`src/rtl/fake_telescope_burst.sv`:
```
// fake_telescope_burst: burst-controlled fake antenna sample generator with valid/ready output
module fake_telescope_burst #(
  parameter int               WIDTH = 24,
  parameter int               CBITS = 16,
  parameter logic [WIDTH-1:0] CDATA = '0,
  parameter logic [WIDTH-1:0] START = '0,
  parameter logic [31:0]      SEED  = 32'h1
) (
  input  logic             clock_i,
  input  logic             reset_ni,
  input  logic             start_i,
  input  logic             abort_i,
  input  logic [2:0]       mode_i,
  input  logic [CBITS-1:0] length_i,
  input  logic             ready_i,
  output logic             valid_o,
  output logic [WIDTH-1:0] data_o,
  output logic             busy_o,
  output logic             done_o,
  output logic [CBITS-1:0] count_o
);
  typedef enum logic [1:0] {IDLE, RUN, DONE} state_t;
  state_t           state_q, state_d;
  logic [2:0]       mode_q;
  logic [CBITS-1:0] len_q;
  logic [31:0]      mfsr_q, mfsr_nx;
  logic [WIDTH-1:0] first, nx;
  logic [CBITS-1:0] cnt_inc;
  logic             xfer, launch;
  assign valid_o = state_q == RUN;
  assign busy_o  = state_q == RUN;
  assign done_o  = state_q == DONE;
  assign xfer    = valid_o & ready_i;
  assign launch  = state_q == IDLE && start_i && !abort_i;
  assign cnt_inc = count_o + CBITS'(1);
  assign mfsr_nx = mfsr_q[0] ? (mfsr_q >> 1) ^ 32'h80200003 : mfsr_q >> 1;
  assign first   = mode_i == 3'd1 ? SEED[WIDTH-1:0] :
                   mode_i == 3'd2 ? START :
                   mode_i == 3'd4 ? WIDTH'(1) : CDATA;
  assign nx      = mode_q == 3'd1 ? mfsr_nx[WIDTH-1:0] :
                   mode_q == 3'd2 ? data_o + WIDTH'(1) :
                   mode_q == 3'd3 ? ~data_o :
                   mode_q == 3'd4 ? (data_o << 1) | (data_o >> (WIDTH-1)) : CDATA;
  always_comb begin
    state_d = state_q;
    if (abort_i) state_d = IDLE;
    else if (state_q == IDLE) state_d = start_i ? RUN : IDLE;
    else if (state_q == DONE) state_d = IDLE;
    else if (xfer && len_q != '0 && cnt_inc == len_q) state_d = DONE;
  end
  always_ff @(posedge clock_i or negedge reset_ni)
    if (!reset_ni) state_q <= IDLE;
    else state_q <= state_d;
  // a transfer coinciding with abort is still counted
  always_ff @(posedge clock_i or negedge reset_ni)
    if (!reset_ni) begin
      mode_q  <= '0;
      len_q   <= '0;
      mfsr_q  <= SEED;
      data_o  <= CDATA;
      count_o <= '0;
    end else if (launch) begin
      mode_q  <= mode_i;
      len_q   <= length_i;
      mfsr_q  <= SEED;
      data_o  <= first;
      count_o <= '0;
    end else if (xfer) begin
      mfsr_q  <= mfsr_nx;
      data_o  <= nx;
      count_o <= cnt_inc;
    end
endmodule
```
`config.mk`:
```
export PLATFORM = sky130hd
export DESIGN_NAME = fake_telescope_burst
export DESIGN_NICKNAME = d
export VERILOG_FILES = /design/src/rtl/fake_telescope_burst.sv
export SDC_FILE = /design/constraint.sdc
export NUM_CORES = 1
export LEC_CHECK = 0
export CAP_MARGIN = 20
export CORE_MARGIN = 2
export CORE_UTILIZATION = 45
export CTS_BUF_LIST = sky130_fd_sc_hd__clkbuf_2
export CTS_CLUSTER_DIAMETER = 100
export DETAILED_ROUTE_END_ITERATION = 10
export PLACE_DENSITY = 0.78
export SETUP_SLACK_MARGIN = 0.4
export SYNTH_ARGS = -nofsm -noshare
export SYNTH_HDL_FRONTEND = slang
export SYNTH_SLANG_ARGS = --single-unit
```
`constraint.sdc`:
```
create_clock -name clock_i -period 2.7 [get_ports clock_i]
set_input_delay 0.54 -clock clock_i [delete_from_list [all_inputs] [get_ports clock_i]]
set_output_delay 0.54 -clock clock_i [all_outputs]
set_load 0.01 [all_outputs]
```
== Yosys cells after proc, flatten, opt, wreduce, memory -nomap -nowiden ==
Cells that the tools add are included.

* ROM bits: 0
* Bits in latches: 0
* Register bits after elaboration: 93
* Output and inout bits: 43
* Memories: 0
* Bits of input ports: 24
* Bits in writable memories: 0
* Logic and storage cells: 50

* $lt $le $gt $ge: 0
* Div/mod/pow operators: 0
* Shift-type cells: 0
* Reductions and logical operators: 9
* Add/subtract/negate cells: 2
* $mul: 0
* Eq/ne operators: 10
* Bitwise logic cells: 4
* Muxes and demuxes: 19

{| class="wikitable"
|+ Operators by type and width
! operator !! number
|-
| 24-bit two-way mux || 6
|-
| 32-bit two-way mux || 3
|-
| 16-bit two-way mux || 2
|-
| 24-bit by 1-bit adder with 24-bit output (second input constant) || 1
|-
| 24-bit NOT || 1
|-
| 24-bit by 1-bit bitwise OR with 24-bit output || 1
|-
| 16-bit by 1-bit adder with 16-bit output (second input constant) || 1
|-
| 16-bit equality test || 1
|-
| 16-bit nonzero test || 1
|-
| 3-bit by 2-bit equality test with 1-bit output (second input constant) || 3
|-
| 2-bit two-way mux || 4
|-
| 3-bit by 1-bit equality test with 1-bit output (second input constant) || 2
|-
| 3-bit equality test (second input constant) || 2
|-
| 1-bit logical AND || 4
|-
| 1-bit two-way mux || 4
|-
| 3-bit NOT with 4-bit output || 1
|-
| 4-bit nonzero test || 1
|-
| 2-bit by 1-bit equality test with 1-bit output (second input constant) || 1
|-
| 2-bit equality test (second input constant) || 1
|-
| 2-bit logical NOT || 1
|-
| 2-bit nonzero test || 1
|-
| 1-bit AND || 1
|-
| 1-bit logical NOT || 1
|}

== Longest topological paths before layout ==
* Word-level depth: 8
* Gate-level depth with buffers: 8
* Depth with buffers taken out: 7

== Worst setup path after synthesis ==
OpenSTA, ideal clock, no wires.

* Path kind: reg2reg
* From: register count_o[7]
* To: register state_q[0]
* Clock period less this slack: 2.193 ns
* Data arrival time: 2.051 ns
* Path buffers: 1
* Library setup time: 0.143 ns
* Cell stages (with the launch flop): 8
* Required time: 2.557 ns
* Slack: 0.507 ns
* Cell sequence: dfrtp_1 > buf_6 > nand4_2 > or3_4 > or4b_1 > and3_1 > nor4_2 > o21ai_0

* Word-level cells in the longest chain between the ends: 4

{| class="wikitable"
|+ Ends and longest elaborated chain
! what !! RTL line !! source
|-
| start: declaration || 20 || <nowiki>output logic [CBITS-1:0] count_o</nowiki>
|-
| start signal: assignment || 71 || <nowiki>count_o <= cnt_inc;</nowiki>
|-
| 16-bit by 1-bit adder with 16-bit output || 35 || <nowiki>assign cnt_inc = count_o + CBITS'(1);</nowiki>
|-
| 16-bit equality test || 49 || <nowiki>else if (xfer && len_q != '0 && cnt_inc == len_q) state_d = DONE;</nowiki>
|-
| 1-bit logical AND || 49 ||
|-
| 4-bit nonzero test (no source line) || n/a ||
|-
| end signal: assignment || 53 || <nowiki>else state_q <= state_d;</nowiki>
|-
| end: declaration || 23 || <nowiki>state_t state_q, state_d;</nowiki>
|}

Every way passes these cells.
A chain may end at the register's enable or synchronous reset.

== Worst setup path in the final report ==
* From: register count_o[1]
* To: register state_q[1]

The elaborated chain is that of the path after synthesis.

==> flow_summary.json <==
{
  "wl_per_cell_um": 17.3,
  "cp-start-kind": "register",
  "total_power_mw": 3.81,
  "period_minus_slack_ns": 2.28,
  "antenna_left": 0,
  "dr.first_iter.drc_count": 516,
  "crit_slowest_cell": "dfrtp_2",
  "fin_area_um2": 6520,
  "fin_util": 0.564,
  "path_max_fanout": 4,
  "clkTransAtPathRegs_ns": 0.26,
  "fmax_mhz": 439,
  "overflow": 0,
  "cp_cell_sequence": "ha_4 > xor2_1 > nor3_1 > nand3_1 > or4_4 > nor4_4 > o21ba_1",
  "cts_tree": "done",
  "cts.sinks": 93,
  "synth_seq_cells": 93,
  "grt_max_degree": 63,
  "portBuffers": 66,
  "yosysUniqueCellTypes": 68,
  "fin_nets": 717,
  "synth_top_area_frac": 0.427,
  "viasPerCell": 5.99,
  "yosysTopAreaCell": "dfrtp_1",
  "critical-path-top-delay-family": "simple AND/OR/NAND/NOR gates",
  "crit_buf_inv": 0,
  "rsz0062_at_grt": "yes",
  "synthSimpleGateAreaFrac": 0.213,
  "timing.slew.headroom": 0.588,
  "wl_mm": 14.5,
  "cts.path.max_buffers": 2,
  "firstDrtPassIters": 5,
  "seq_area_frac_synth": 0.432,
  "setup_viol": 0,
  "numCtsBuffers": 9,
  "async_flop_share": 1.00,
  "antenna_found_initial": 0,
  "fillers": 1013,
  "hold_viol": 0,
  "grt_pass1_vias": 4657,
  "core_area_um2": 11600,
  "antennaDiodeCount": 0,
  "synth_top_family_by_area": "compound AO/OA/AOI/OAI gates",
  "crit_path_end_kind": "register",
  "area_growth_pct": 21.0,
  "whs_ns": 0.419,
  "timing.final.crit_share": 0.844,
  "grtUsageTotal": 0.228,
  "regArea_um2": 2360,
  "hp-class": "in -> async",
  "fin_tns_setup_ns": 0,
  "boundaryPins": 67,
  "htree_levels": 3,
  "arrival_ns": 2.78,
  "clkLatencyLatePin_ns": 0.55,
  "finalNonFillerCells": 836,
  "grt_pass1_wl_mm": 23.8,
  "dieArea_um2": 12900,
  "fp.dieW_um": 113,
  "max_stage_delay_ns": 0.51,
  "hpwl_mm": 9.67,
  "die_h_um": 113,
  "multi_input_area_um2": 2850,
  "preCtsSetupSlack_ns": 0.0524,
  "synth_warnings": 0,
  "initial_core_util": 0.466,
  "placed_area_um2": 6140,
  "max-cap-violations": 0,
  "synthCells": 627,
  "p_leak_nw": 2.81,
  "skew_ns": 0.0262,
  "synth-edff-count": 0,
  "synth.mux.area_fraction": 0.0207,
  "dp_cells": 802,
  "syn_nets": 653,
  "tightestPinTransition_ns": 0.618,
  "synth_area_leaders": "dfrtp_1 43%, nand2_1 9.0%, o21ai_0 5.5%, a21oi_1 4.6%, a22o_1 3.6%",
  "num_rows": 39,
  "via_count": 5010,
  "finalMaxSlewViolations": 0,
  "synth_area_um2": 5390,
  "worstSetupPathType": "reg -> reg",
  "layout_common_cells": "129 x nand2_1, 66 x dfrtp_1, 60 x clkdlybuf4s50_1",
  "root_buffer": "clkbuf_2",
  "p_per_area_nw_per_um2": 585,
  "postSynthAreaPerCell_um2": 8.59,
  "setup_slack_ns": 0.421,
  "gp_congestion": 0.961,
  "drc_errors": 0,
  "synth_xor_area_frac": 0.0504,
  "status": "completed",
  "synth_compound_area_frac": 0.226,
  "layout_commonest_cell": "nand2_1",
  "peakVddDrop_mv": 0.248,
  "synth_fa_ha_area_frac": 0.00464,
  "drive_gt1_frac": 0.146,
  "synth_ff_type": "dfrtp_1",
  "crit_required_ns": 3.20
}
-- logic make-up after synthesis --
kind of cell / count (synthesis)
AOI/OAI and AO/OA: 191
xor gates and xnor gates: 31
adders and majority gates: 2
buffers and inverters: 63
DFF: 93
muxes: 11
and+or+nand+nor: 236
-- sequential cells by signal (all words and copies together), names as in the netlist --
| name | flops |
|---|---|
| mode_q | 3 |
| len_q | 16 |
| count_o | 16 |
| state_q | 2 |
| data_o | 24 |
| mfsr_q | 32 |
-- layer usage --
layer,wire [um],up-vias,global-route usage
met2,7010,206,0.376
met4,222,0,0.0748
met1,6340,2406,0.312
met3,889,20,0.0351
li1,-,2378,-
met5,0,-,0
-- final timing paths --
check	startpoint	end	slack (ns)	depth (start not counted)
setup / recovery	count_o[1]$_DFFE_PN0P_	state_q[1]$_DFFE_PN0P_	0.42	7
hold / removal	reset_ni	data_o[7]$_DFFE_PN0P_	0.42	2
setup reg to reg	count_o[1]$_DFFE_PN0P_	state_q[1]$_DFFE_PN0P_	0.42	7
hold reg to reg	mfsr_q[30]$_DFFE_PN0P_	mfsr_q[29]$_DFFE_PN0P_	0.51	1
max in group asynchronous	reset_ni	mfsr_q[0]$_DFFE_PN1P_	1.54	3
min in group clock_i	length_i[11]	len_q[11]$_DFFE_PN0P_	0.49	3
-- what timing repair did --
item	CTS	global route
setup endpoints to repair	9	26
hold buffers	1	0
gates resized for setup	14	29
endpoints found under the hold margin	31	0
setup buffers	10	10
pin swaps	1	10
-- area by class of cell --
type / instances / area share
flip-flops and latches: 93 / 0.362
repair buffers: 103 / 0.148
well taps: 143 / 0.0275
clock buffers: 10 / 0.00768
clock inverters: 3 / 0.00979
multi-input cells: 471 / 0.438
inverters: 13 / 0.00749
-- Yosys cell counts, drive strengths merged (3+ instances only) --
master  instances
a211oi          4
a21oi          50
a22o           23
a22oi           4
a311oi          3
a31oi           3
and2            3
and3           10
and4            5
buf            11
clkbuf         38
dfrtp          92
inv            13
mux2i          10
nand2         129
nand2b          4
nand3          21
nand4          10
nor2           18
nor2b           6
nor3           11
nor4            6
o21ai          59
o22ai           8
o311ai          4
o31ai           7
o41ai           6
or4             3
xnor2          22
xor2            9
-- report_power, final --
group | switching, mW | total, mW | internal [mW]
sequential | 0.283 | 1.87 | 1.58
clock | 0.454 | 0.747 | 0.293
combinational | 0.633 | 1.20 | 0.565
total | 1.37 | 3.81 | 2.44
No activity file was read; power rests on OpenSTA's default activity.
